<file path="src/rtl/rc4_key_search_ctrl_if.sv">
// rtl/rc4_key_search_ctrl_if.sv - launch/verdict handshake between key-search controller and RC4 core
interface rc4_key_search_ctrl_if;
    logic        core_start;
    logic [23:0] core_key;
    logic        core_done;
    logic        core_invalid;

    // Controller side: launches candidates and collects verdicts.
    modport master (
        output core_start,
        output core_key,
        input  core_done,
        input  core_invalid
    );

    // Core side: receives a candidate key and returns a verdict.
    modport slave (
        input  core_start,
        input  core_key,
        output core_done,
        output core_invalid
    );
endinterface

</file>
<file path="src/rtl/rc4_key_search_ctrl.sv">
// rtl/rc4_key_search_ctrl.sv - sweeps a key range through one RC4 core, stops on first valid key
module rc4_key_search_ctrl #(
    parameter logic [23:0] KEY_FIRST   = 24'h000000,
    parameter logic [23:0] KEY_LAST    = 24'h3FFFFF,
    parameter logic [23:0] KEY_STEP    = 24'h000001,
    parameter int          TIMEOUT_CYC = 4096
) (
    input  logic                  clk,
    input  logic                  reset_n,
    input  logic                  start,
    input  logic                  abort,
    rc4_key_search_ctrl_if.master core,
    output logic                  busy,
    output logic                  found,
    output logic                  exhausted,
    output logic                  fault,
    output logic [23:0]           found_key,
    output logic [23:0]           keys_tried
);

    localparam int            CW        = $clog2(TIMEOUT_CYC) + 1;
    localparam logic [CW-1:0] WAIT_LAST = CW'(TIMEOUT_CYC - 1);

    typedef enum logic [2:0] {
        S_IDLE,
        S_LOAD,
        S_LAUNCH,
        S_WAIT,
        S_EVAL
    } state_t;

    state_t        state;
    logic [CW-1:0] wait_cnt;
    logic          invalid_q;
    logic [24:0]   next_key;

    // Candidate advance is done one bit wide so the end-of-range test never wraps
    // through zero, and KEY_LAST < KEY_STEP cannot underflow.
    assign next_key = {1'b0, core.core_key} + {1'b0, KEY_STEP};

    // Search sequencer; every output is a register updated here.
    always_ff @(posedge clk or negedge reset_n) begin
        if (!reset_n) begin
            state           <= S_IDLE;
            core.core_start <= 1'b0;
            core.core_key   <= 24'h000000;
            busy            <= 1'b0;
            found           <= 1'b0;
            exhausted       <= 1'b0;
            fault           <= 1'b0;
            found_key       <= 24'h000000;
            keys_tried      <= 24'h000000;
            wait_cnt        <= '0;
            invalid_q       <= 1'b0;
        end else if (abort) begin
            // Abort outranks done, timeout and start; sticky flags stay as they are.
            state           <= S_IDLE;
            core.core_start <= 1'b0;
            busy            <= 1'b0;
        end else begin
            core.core_start <= 1'b0;
            case (state)
                S_IDLE: begin
                    if (start) begin
                        found      <= 1'b0;
                        exhausted  <= 1'b0;
                        fault      <= 1'b0;
                        keys_tried <= 24'h000000;
                        busy       <= 1'b1;
                        state      <= S_LOAD;
                    end
                end
                S_LOAD: begin
                    // core_start is registered, so it is raised here to be high during LAUNCH.
                    core.core_key   <= KEY_FIRST;
                    core.core_start <= 1'b1;
                    state           <= S_LAUNCH;
                end
                S_LAUNCH: begin
                    wait_cnt <= '0;
                    state    <= S_WAIT;
                end
                S_WAIT: begin
                    wait_cnt <= wait_cnt + 1'b1;
                    if (core.core_done) begin
                        // A done arriving on the last allowed cycle still counts.
                        invalid_q  <= core.core_invalid;
                        keys_tried <= keys_tried + 24'd1;
                        state      <= S_EVAL;
                    end else if (wait_cnt == WAIT_LAST) begin
                        fault <= 1'b1;
                        busy  <= 1'b0;
                        state <= S_IDLE;
                    end
                end
                S_EVAL: begin
                    if (!invalid_q) begin
                        found     <= 1'b1;
                        found_key <= core.core_key;
                        busy      <= 1'b0;
                        state     <= S_IDLE;
                    end else if (next_key > {1'b0, KEY_LAST}) begin
                        exhausted <= 1'b1;
                        busy      <= 1'b0;
                        state     <= S_IDLE;
                    end else begin
                        core.core_key   <= next_key[23:0];
                        core.core_start <= 1'b1;
                        state           <= S_LAUNCH;
                    end
                end
                default: begin
                    busy  <= 1'b0;
                    state <= S_IDLE;
                end
            endcase
        end
    end

endmodule

</file>
<file path="src/flat_wrapper.sv">
// flat-port wrapper written by rule: the top's interface ports become plain ports
module rc4_key_search_ctrl_flat 
#(
    parameter logic [23:0] KEY_FIRST   = 24'h000000,
    parameter logic [23:0] KEY_LAST    = 24'h3FFFFF,
    parameter logic [23:0] KEY_STEP    = 24'h000001,
    parameter int          TIMEOUT_CYC = 4096
)
  (clk, reset_n, start, abort, busy, found, exhausted, fault, found_key, keys_tried, core_core_start, core_core_key, core_core_done, core_core_invalid);
  rc4_key_search_ctrl_if core_i ();
  input  logic clk;
  input  logic reset_n;
  input  logic start;
  input  logic abort;
  output logic busy;
  output logic found;
  output logic exhausted;
  output logic fault;
  output logic [23:0] found_key;
  output logic [23:0] keys_tried;
  output wire logic [$bits(core_i.core_start)-1:0] core_core_start;
  output wire logic [$bits(core_i.core_key)-1:0] core_core_key;
  input wire logic [$bits(core_i.core_done)-1:0] core_core_done;
  input wire logic [$bits(core_i.core_invalid)-1:0] core_core_invalid;
  assign core_core_start = core_i.core_start;
  assign core_core_key = core_i.core_key;
  assign core_i.core_done = core_core_done;
  assign core_i.core_invalid = core_core_invalid;
  rc4_key_search_ctrl #(.KEY_FIRST(KEY_FIRST), .KEY_LAST(KEY_LAST), .KEY_STEP(KEY_STEP), .TIMEOUT_CYC(TIMEOUT_CYC)) u_core (.clk(clk), .reset_n(reset_n), .start(start), .abort(abort), .core(core_i), .busy(busy), .found(found), .exhausted(exhausted), .fault(fault), .found_key(found_key), .keys_tried(keys_tried));
endmodule
</file>
<file path="config.mk">
export PLATFORM = sky130hd
export DESIGN_NAME = rc4_key_search_ctrl_flat
export DESIGN_NICKNAME = d
export VERILOG_FILES = /design/src/rtl/rc4_key_search_ctrl_if.sv /design/src/rtl/rc4_key_search_ctrl.sv /design/src/flat_wrapper.sv
export SDC_FILE = /design/constraint.sdc
export NUM_CORES = 1
export LEC_CHECK = 0
export CAP_MARGIN = 10
export CORE_AREA = 8 8 101 103
export DETAILED_ROUTE_END_ITERATION = 16
export DIE_AREA = 0 0 109 111
export GPL_TIMING_DRIVEN = 0
export PLACE_DENSITY = 0.94
export SETUP_SLACK_MARGIN = 0.02
export SYNTH_ARGS = -nofsm -noshare
export SYNTH_HDL_FRONTEND = slang
export SYNTH_SLANG_ARGS = --single-unit
</file>
<file path="constraint.sdc">
create_clock -name clk -period 5 [get_ports clk]
set_input_delay 0.75 -clock clk [delete_from_list [all_inputs] [get_ports clk]]
set_output_delay 0.75 -clock clk [all_outputs]
set_load 0.03 [all_outputs]
</file>
After elaboration in Yosys (flattened, before gate mapping)
Cells that the tools add are included.
{"block": "word_totals", "reg_bits": 94, "wordCells": 86, "out_inout_bits": 77, "inputBits": 6}
{"block": "op_classes", "muxes": 34, "magnitude_cmp": 1, "n_bitwise": 2, "add_sub_neg": 3, "eq_ne": 19, "n_reduce_logical": 16}
{"op": "$mux 24", "n": 4}
{"op": "$pmux 24 s2", "n": 2}
{"op": "$pmux 13 s2", "n": 1}
{"op": "$add 24x1->25 const B", "n": 1}
{"op": "$gt 25x22->1 const B", "n": 1}
{"op": "$add 24x1->24 const B", "n": 1}
{"op": "$mux 1", "n": 15}
{"op": "$mux 3", "n": 5}
{"op": "$pmux 3 s5", "n": 1}
{"op": "$reduce_and 5->1", "n": 3}
{"op": "$add 13x1->13 const B", "n": 1}
{"op": "$eq 13x12->1 const B", "n": 1}
{"op": "$reduce_and 4->1", "n": 3}
{"op": "$ne 2x2->1 const B", "n": 5}
{"op": "$ne 2x1->1 const B", "n": 4}
{"op": "$pmux 1 s2", "n": 4}
{"op": "$reduce_bool 2->1", "n": 4}
{"op": "$eq 3x2->1 const B", "n": 2}
{"op": "$ne 3x3->1 const B", "n": 2}
{"op": "$reduce_and 3->1", "n": 2}
{"op": "$ne 4x3->1 const B", "n": 1}
{"op": "$ne 4x4->1 const B", "n": 1}
{"op": "$pmux 1 s4", "n": 1}
{"op": "$reduce_and 2->1", "n": 2}
{"op": "other kinds (7)", "n": 8}

Logic depth before layout (Yosys ltp)
Gate-level depths: netlist of the first run.
{"block": "logic_depth", "ltp_word": 6, "ltp_mapped": 11, "mapped_depth_nobuf": 9}

Worst setup path after synthesis of the first run
Ideal clock, no wire load.
{"block": "synth_path", "path_kind": "register -> register", "startpoint": "register u_core.core.core_key[1]", "endpoint": "register u_core.core.core_key[1]", "t_required_ps": 4875, "setup_time_ps": 125, "path_stages_with_launch": 9, "arrival_time_ps": 2941, "n_path_buf": 0, "synth_period_minus_slack_ps": 3066, "path_slack_ps": 1934, "cell_sequence": "dfrtp_1 -> ha_1 -> nand3_4 -> or4_4 -> or4_1 -> o21ai_2 -> nand2_2 -> o21bai_4 -> mux2_2"}
{"block": "synth_via", "elab_chain_len": 4, "elab_cells_between_ends": 7, "cone_classes": "1 x add/sub; 1 x order compare; 1 x eq/ne; 3 x mux; 1 x reduce/logical"}
{"item": "from (decl)", "line_no": "rc4_key_search_ctrl_if.sv:11", "source": "output core_key,"}
{"item": "from (signal assigned)", "line_no": "rc4_key_search_ctrl.sv:107", "source": "core.core_key <= next_key[23:0];"}
{"item": "$add 24x1->25 (*)", "line_no": "rc4_key_search_ctrl.sv:39", "source": "assign next_key = {1'b0, core.core_key} + {1'b0, KEY_STEP};"}
{"item": "$gt 25x22->1 / $mux 24 (equally long branches)", "line_no": "rc4_key_search_ctrl.sv:102", "source": "end else if (next_key > {1'b0, KEY_LAST}) begin"}
{"item": "$ne 2x2->1 (no source line) / $mux 24 (equally long branches)"}
{"item": "$reduce_and 4->1 (no source line) / $pmux 24 s2 (equally long branches)"}
Mark *: on every way between the ends. The rest lies on a longest branch, timed or not. The select of a mux whose other input is x is not followed.
A chain may end at the register's enable or synchronous reset.

Worst setup path in the final report of the first run
{"block": "layout_path", "startpoint": "input port abort", "endpoint": "register u_core.keys_tried[23]"}
{"block": "layout_via", "elab_chain_len": 2}
{"item": "from (decl)", "line_no": "flat_wrapper.sv:14", "source": "input logic abort;"}
{"item": "$not 1->1 (no source line)"}
{"item": "$reduce_and 4->1 (no source line)"}
{"item": "to (signal assigned)", "line_no": "rc4_key_search_ctrl.sv:88", "source": "keys_tried <= keys_tried + 24'd1;"}
{"item": "to (decl)", "line_no": "rc4_key_search_ctrl.sv:18", "source": "output logic [23:0] keys_tried"}
No other way between the ends.

==> results.tsv, run 1 <==
metric	value	unit
status	finished, final reports clean	
mapped cell area	4901	um2
core area	8551	um2
Synth area leaders	dfrtp_1 (48%), mux2_2 (5.5%), nand2_1 (4.3%)	
Synth area leader	dfrtp_1	
DIE HEIGHT	111	um
post-synth cell types	56	
maximum VDD drop	0.1465	mV
Avg Cell Area, Syn	9.648	um2
GP Congestion	0.9035	
vias in the first global route	4473	
Lkg Pwr	2.573	nW
Worst setup EP type	flip-flop	
Rel. slew slack	0.5215	
largest net degree at the start of global routing	52	
# nets final	612	
area grow syn2layout	24.28	%
total I/O pin count	83	
TNS Setup	0	ns
Final setup viols	0	
met3 routed wirelength	1209	um
vias	4567	
post-route antenna net violation count	0	
PnR worst setup slack	1.536	ns
Final Cell Area	6091	um2
number of flops mapped to enable cells by yosys	0	
Max Cap Violations	0	
drt drc	0	
pwr dens	237.3	nW/um2
final hold vios	0	
I/O Buffers	82	
register area share after synthesis	0.4800	
Post-Route M1 WL	5093	um
TritonCTS Sinks	94	
post-CTS setup buffers	0	
Reg clk slew, reported paths	0.09	ns
part of the cycle the worst path needs	0.6928	
Die ar.	12100	um2
Critical Path Fanout Max	9	
Critical Path Stages	7	
pre-CTS setup slack	1.347	ns
actual slew at the worst max-slew pin	0.7151	ns
RSZ-0062 raised after global routing	false	
max layer used	met4	
Critical Path Source Type	input pin	
GR Util All Layers	0.2201	
Worst-Skew Late Latency	0.36	ns
Antenna diodes	0	
fin. max-slew vios	0	
max incr delay on CP	0.62	ns
Clock Tree Root	clkbuf_8	
Chip Width	109	um
CP max-delay cell	nor2_1	
Max clock buf depth	2	
share of Yosys cell area claimed by the top area cell type	0.4800	
wire length per cell	18.74	um
Placed Cells	699	
Starting Density	0.5732	
initial antenna violation count	0	
CP Class	in2reg	
met2 wire length	6685	um
Post-synth ARST share	1.000	
most common library cells after synthesis	dfrtp_1 (94), nand2_1 (56), nor2_1 (39), o21ai_0 (39), mux2_2 (24)	
top cell family by delay on the critical path	simple AND/OR/NAND/NOR gates	
cells after synthesis	508	
detailed-route vias per instance	6.387	
Worst Setup SP	abort	
DRT Wirelength	13400	um
worst path buffer plus inverter count	1	
Max Fclk	288.7	MHz
cells on worst reg2reg path	9	
Cell Count, Final, Fillers Out	715	
H-Tree Depth	3	
Mapped Nets	518	
reg2reg start	u_core.core.core_key[1]	
Inserted Clock Buffers	9	
worst min-delay path class	in2async	
ys flop type	dfrtp_1	
first-pass GRT wire length	21850	um
crit path cell chain	clkdlybuf4s50_1, nor2_1, o211ai_1, nor4_1, nand3_1, or3_1, a21oi_1	
CTS resizes	0	
drt first pass iters	5	
CP required	5.28	ns
Yosys reg bits	94	
Arr. time, crit path	3.75	ns
grt ovf	0	
post-route minimum period	3.464	ns
DP Wirelength	9527	um
# hold bufs at CTS	0	
Syn. warnings	0	
top-count cell post-synth	dfrtp_1	
FP Rows	34	
share of layout cells above drive strength 1	0.1120	
DP Area	5882	um2
First DRT Iteration DRCs	262	
Layout Utilization	0.7123	
CTS tree	yes	
skew final	0.008537	ns
-- placed cells by master (no fill, tap or decap), types with 8 or more instances in the layout --
| cell type | instances |
|---|---|
| a21oi_1 | 18 |
| clkdlybuf4s50_1 | 81 |
| nor2_1 | 39 |
| nor3_1 | 8 |
| nor4_1 | 8 |
| nand3_1 | 21 |
| xor2_1 | 17 |
| and3_1 | 10 |
| mux2_2 | 24 |
| nand2_1 | 56 |
| a22o_1 | 10 |
| a31oi_1 | 17 |
| clkbuf_1 | 17 |
| dfrtp_1 | 94 |
| nand4_1 | 21 |
| clkbuf_8 | 11 |
| buf_2 | 8 |
| o21ai_0 | 39 |
-- worst register-to-register path: cells and delay by family (launching register included) --
| family | cells | cell delay (ns) |
|---|---|---|
| and+or+nand+nor | 4 | 1.46 |
| AOI/OAI and AO/OA | 2 | 0.52 |
| DFF | 1 | 0.51 |
| adders and majority gates | 1 | 0.35 |
| buffers and inverters | 1 | 0.24 |
| muxes | 1 | 0.11 |
-- power breakdown --
group / internal (W) / switching, W
Combinational: 0.0000400 / 0.0000766
Sequential: 0.000776 / 0.0000182
Clock: 0.000261 / 0.000274
-- registers in the layout, indices dropped and copies added, names as in the netlist --
name	count
u_core.fault	1
u_core.core.core_start	1
u_core.found	1
u_core.keys_tried	24
u_core.invalid_q	1
u_core.state	3
u_core.found_key	24
u_core.exhausted	1
u_core.core.core_key	24
u_core.busy	1
u_core.wait_cnt	13
-- metrics by stage --
stage | hold slack [ns] | total power [W]
6_report | 0.3758 | 0.001446
4_1_cts | 0.3922 | 0.001448
2_1_floorplan | 0.4544 | 0.0008661
3_5_place_dp | 0.4849 | 0.0009222
3_3_place_gp | 0.4660 | 0.0009134
5_1_grt | 0.4094 | 0.001495
-- final timing paths --
check / end / slack [ns]
min in group clk: u_core.found_key[22] / 0.50
hold reg to reg: u_core.found_key[22] / 0.50
hold / removal: u_core.found_key[21] / 0.38
max in group asynchronous: u_core.keys_tried[6] / 3.97
setup / recovery: u_core.keys_tried[23] / 1.54
setup reg to reg: u_core.core.core_key[0] / 1.65
-- kinds of logic (layout without fill, tap and decap cells) --
group                    after synthesis  count (layout)  share of synthesized area
XOR/XNOR                              20              20                    0.03574
AO/OA/AOI/OAI                        119             119                     0.1588
buffers and inverters                 39             138                    0.03906
multiplexers                          26              26                    0.05923
adder cells (fa/ha/maj)                4               4                    0.01021
flip-flops                            94              94                     0.4800
AND/OR/NAND/NOR                      206             206                     0.2170
-- layout make-up --
| class | count | area, um2 |
|---|---|---|
| Fill cell | 635 | 2460 |
| Clock buffer | 12 | 155.1 |
| Timing Repair Buffer | 83 | 845.8 |
| Multi-Input combinational cell | 375 | 2357 |
| Sequential cell | 94 | 2352 |
| Tap cell | 108 | 135.1 |
| Clock inverter | 4 | 53.80 |
| Buffer | 32 | 165.2 |
| Inverter | 7 | 26.28 |
-- per-layer routing --
metal	up-vias	track usage
met5	-	0
met4	0	0.09589
met3	49	0.04593
met2	275	0.3675
met1	2198	0.2640
li1	2045	-
Power figures use the tool's default switching activity.
==> run 2, diff against run 1 <==
CORE_AREA = 8 8 106 108   (was 8 8 101 103)
DIE_AREA = 0 0 114 116   (was 0 0 109 111)
PLACE_DENSITY = 0.87   (was 0.94)
clock period = 3.6 ns   (was 5 ns; I/O delays follow)
==> results.tsv, run 2 (synthesis results as in run 1) <==
metric	value	unit
final hold vios	0	
Worst setup EP type	flip-flop	
Reg clk slew, reported paths	0.09	ns
Antenna diodes	0	
DIE HEIGHT	116	um
hold_ws	0.1603	ns
pre-CTS setup slack	0.2490	ns
commonest non-fill, non-tap cell in the layout	dfrtp_1	
post-route antenna net violation count	0	
vias	4400	
H-Tree Depth	3	
drt drc	0	
Clock Tree Root	clkbuf_8	
PnR worst setup slack	0.2405	ns
Lkg Pwr	2.583	nW
Starting Density	0.5132	
Chip Width	114	um
CP required	3.84	ns
pwr dens	335.9	nW/um2
top flop regs	u_core.core.core_key: 24 flops, u_core.found_key: 24 flops, u_core.keys_tried: 24 flops	
FP Rows	36	
Cell Count, Final, Fillers Out	740	
core area	9549	um2
# nets final	612	
total I/O pin count	83	
Arr. time, crit path	3.60	ns
Die ar.	13220	um2
part of the cycle the worst path needs	0.9332	
Rel. slew slack	0.6038	
grt ovf	0	
Critical Path Fanout Max	10	
Inserted Clock Buffers	9	
Comb pwr share	0.077	
DRT Wirelength	12910	um
max incr delay on CP	0.61	ns
CTS resizes	0	
r2r endpoint	u_core.core.core_key[5]	
vias in the first global route	4382	
Max clock buf depth	2	
area grow syn2layout	25.35	%
NetSw	0.0005169	W
Final setup viols	0	
Placed Cells	724	
cells on worst reg2reg path	9	
detailed-route vias per instance	5.946	
switching share of power	0.2505	
Clock Power Share	0.390	
maximum VDD drop	0.2037	mV
first-pass GRT wire length	21270	um
worst min-delay path class	in2async	
TritonCTS Sinks	94	
drt first pass iters	5	
CP Class	reg2reg	
status	finished, final reports clean	
RSZ-0062 raised after global routing	false	
R2R Setup Slk	0.24	ns
Max Fclk	297.7	MHz
CTS tree	yes	
Worst-Skew Late Latency	0.37	ns
Critical Path Source Type	flip-flop	
GP Congestion	0.8830	
Power Internal	0.001547	W
share of layout cells above drive strength 1	0.1137	
wire length per cell	17.45	um
GR Util All Layers	0.1987	
CP max-delay cell	or4_4	
Max Cap Violations	0	
actual slew at the worst max-slew pin	0.5889	ns
post-route minimum period	3.359	ns
commonest non-fill, non-tap cells in the layout	dfrtp_1 (94), clkdlybuf4s50_1 (81), nand2_1 (56)	
# hold bufs at CTS	0	
DP Wirelength	9459	um
I/O Buffers	82	
post-CTS setup buffers	0	
TNS Setup	0	ns
sequential share of power	0.533	
fin. max-slew vios	0	
crit path cell chain	ha_1, nand3_4, or4_4, or4_1, o21ai_2, nand2_2, o21bai_4, buf_4, a31oi_1	
First DRT Iteration DRCs	276	
initial antenna violation count	0	
reg2reg start	u_core.core.core_key[1]	
largest net degree at the start of global routing	52	
skew final	0.01262	ns
-- run 2: changes by cell type in the layout (fill, tap and decap cells not counted) --
cell,delta
bufinv_16,+1
clkinv_4,+1
clkbuf_8,-1
clkbuf_1,-1
-- run 2: metal layers --
layer / track usage / share of wire / vias up
li1: - / - / 2055
met1: 0.2379 / 0.40 / 2130
met2: 0.3379 / 0.50 / 191
met3: 0.05472 / 0.082 / 24
met4: 0.06744 / 0.016 / 0
met5: 0 / 0 / -
-- run 2: metrics by stage --
step                      utilization  power, W  cell area, um2
after floorplan                     -  0.001203            4901
after global placement         0.6166  0.001270            5888
after detailed placement       0.6192  0.001280            5913
after CTS                      0.6433  0.002080            6143
after global routing           0.6433  0.002134            6143
final                          0.6433  0.002064            6143
-- run 2: worst max-delay path by stage --
stage                             from                       to  slack (ns)  cells after the start
2_1_floorplan  u_core.core.core_key[1]  u_core.core.core_key[1]        0.53                      8
6_report       u_core.core.core_key[1]  u_core.core.core_key[5]        0.24                      9
5_1_grt        u_core.core.core_key[1]              u_core.busy        0.05                      9
4_1_cts        u_core.core.core_key[1]  u_core.core.core_key[5]        0.24                      9
3_3_place_gp                   reset_n    u_core.keys_tried[10]       -1.33                      1
3_5_place_dp   u_core.core.core_key[1]  u_core.core.core_key[5]        0.25                      9
-- run 2: critical path: cells and delay by family (launching register included) --
family / cells / cell delay [ns]
fa+ha+maj: 1 / 0.36
simple gates: 4 / 1.47
flops: 1 / 0.53
compound gates: 3 / 0.64
buf+inv: 1 / 0.23
-- run 2: final cells by class --
cell class                      count  area [um2]
Buffer                             32       165.2
Multi-Input combinational cell    375        2357
Fill cell                         784        3406
Clock inverter                      6       92.59
Tap cell                          133       166.4
Sequential cell                    94        2352
Clock buffer                       10       137.6
Timing Repair Buffer               83       845.8
Inverter                            7       26.28
-- run 2: power groups by stage --
stage               combinational [W]  sequential (W)  clock (W)
finish                       0.000158         0.00110   0.000805
global route                 0.000175         0.00110   0.000854
CTS                          0.000160         0.00110   0.000820
detailed placement           0.000160         0.00112          0
global placement             0.000150         0.00112          0
floorplan                   0.0000685         0.00113          0
==> run 3, diff against run 2 <==
ABC_CLOCK_PERIOD_IN_PS = 3600   (was not set)
==> results of run 3 <==
Same layout as run 2: the final DEF is identical, and so are final timing and power.
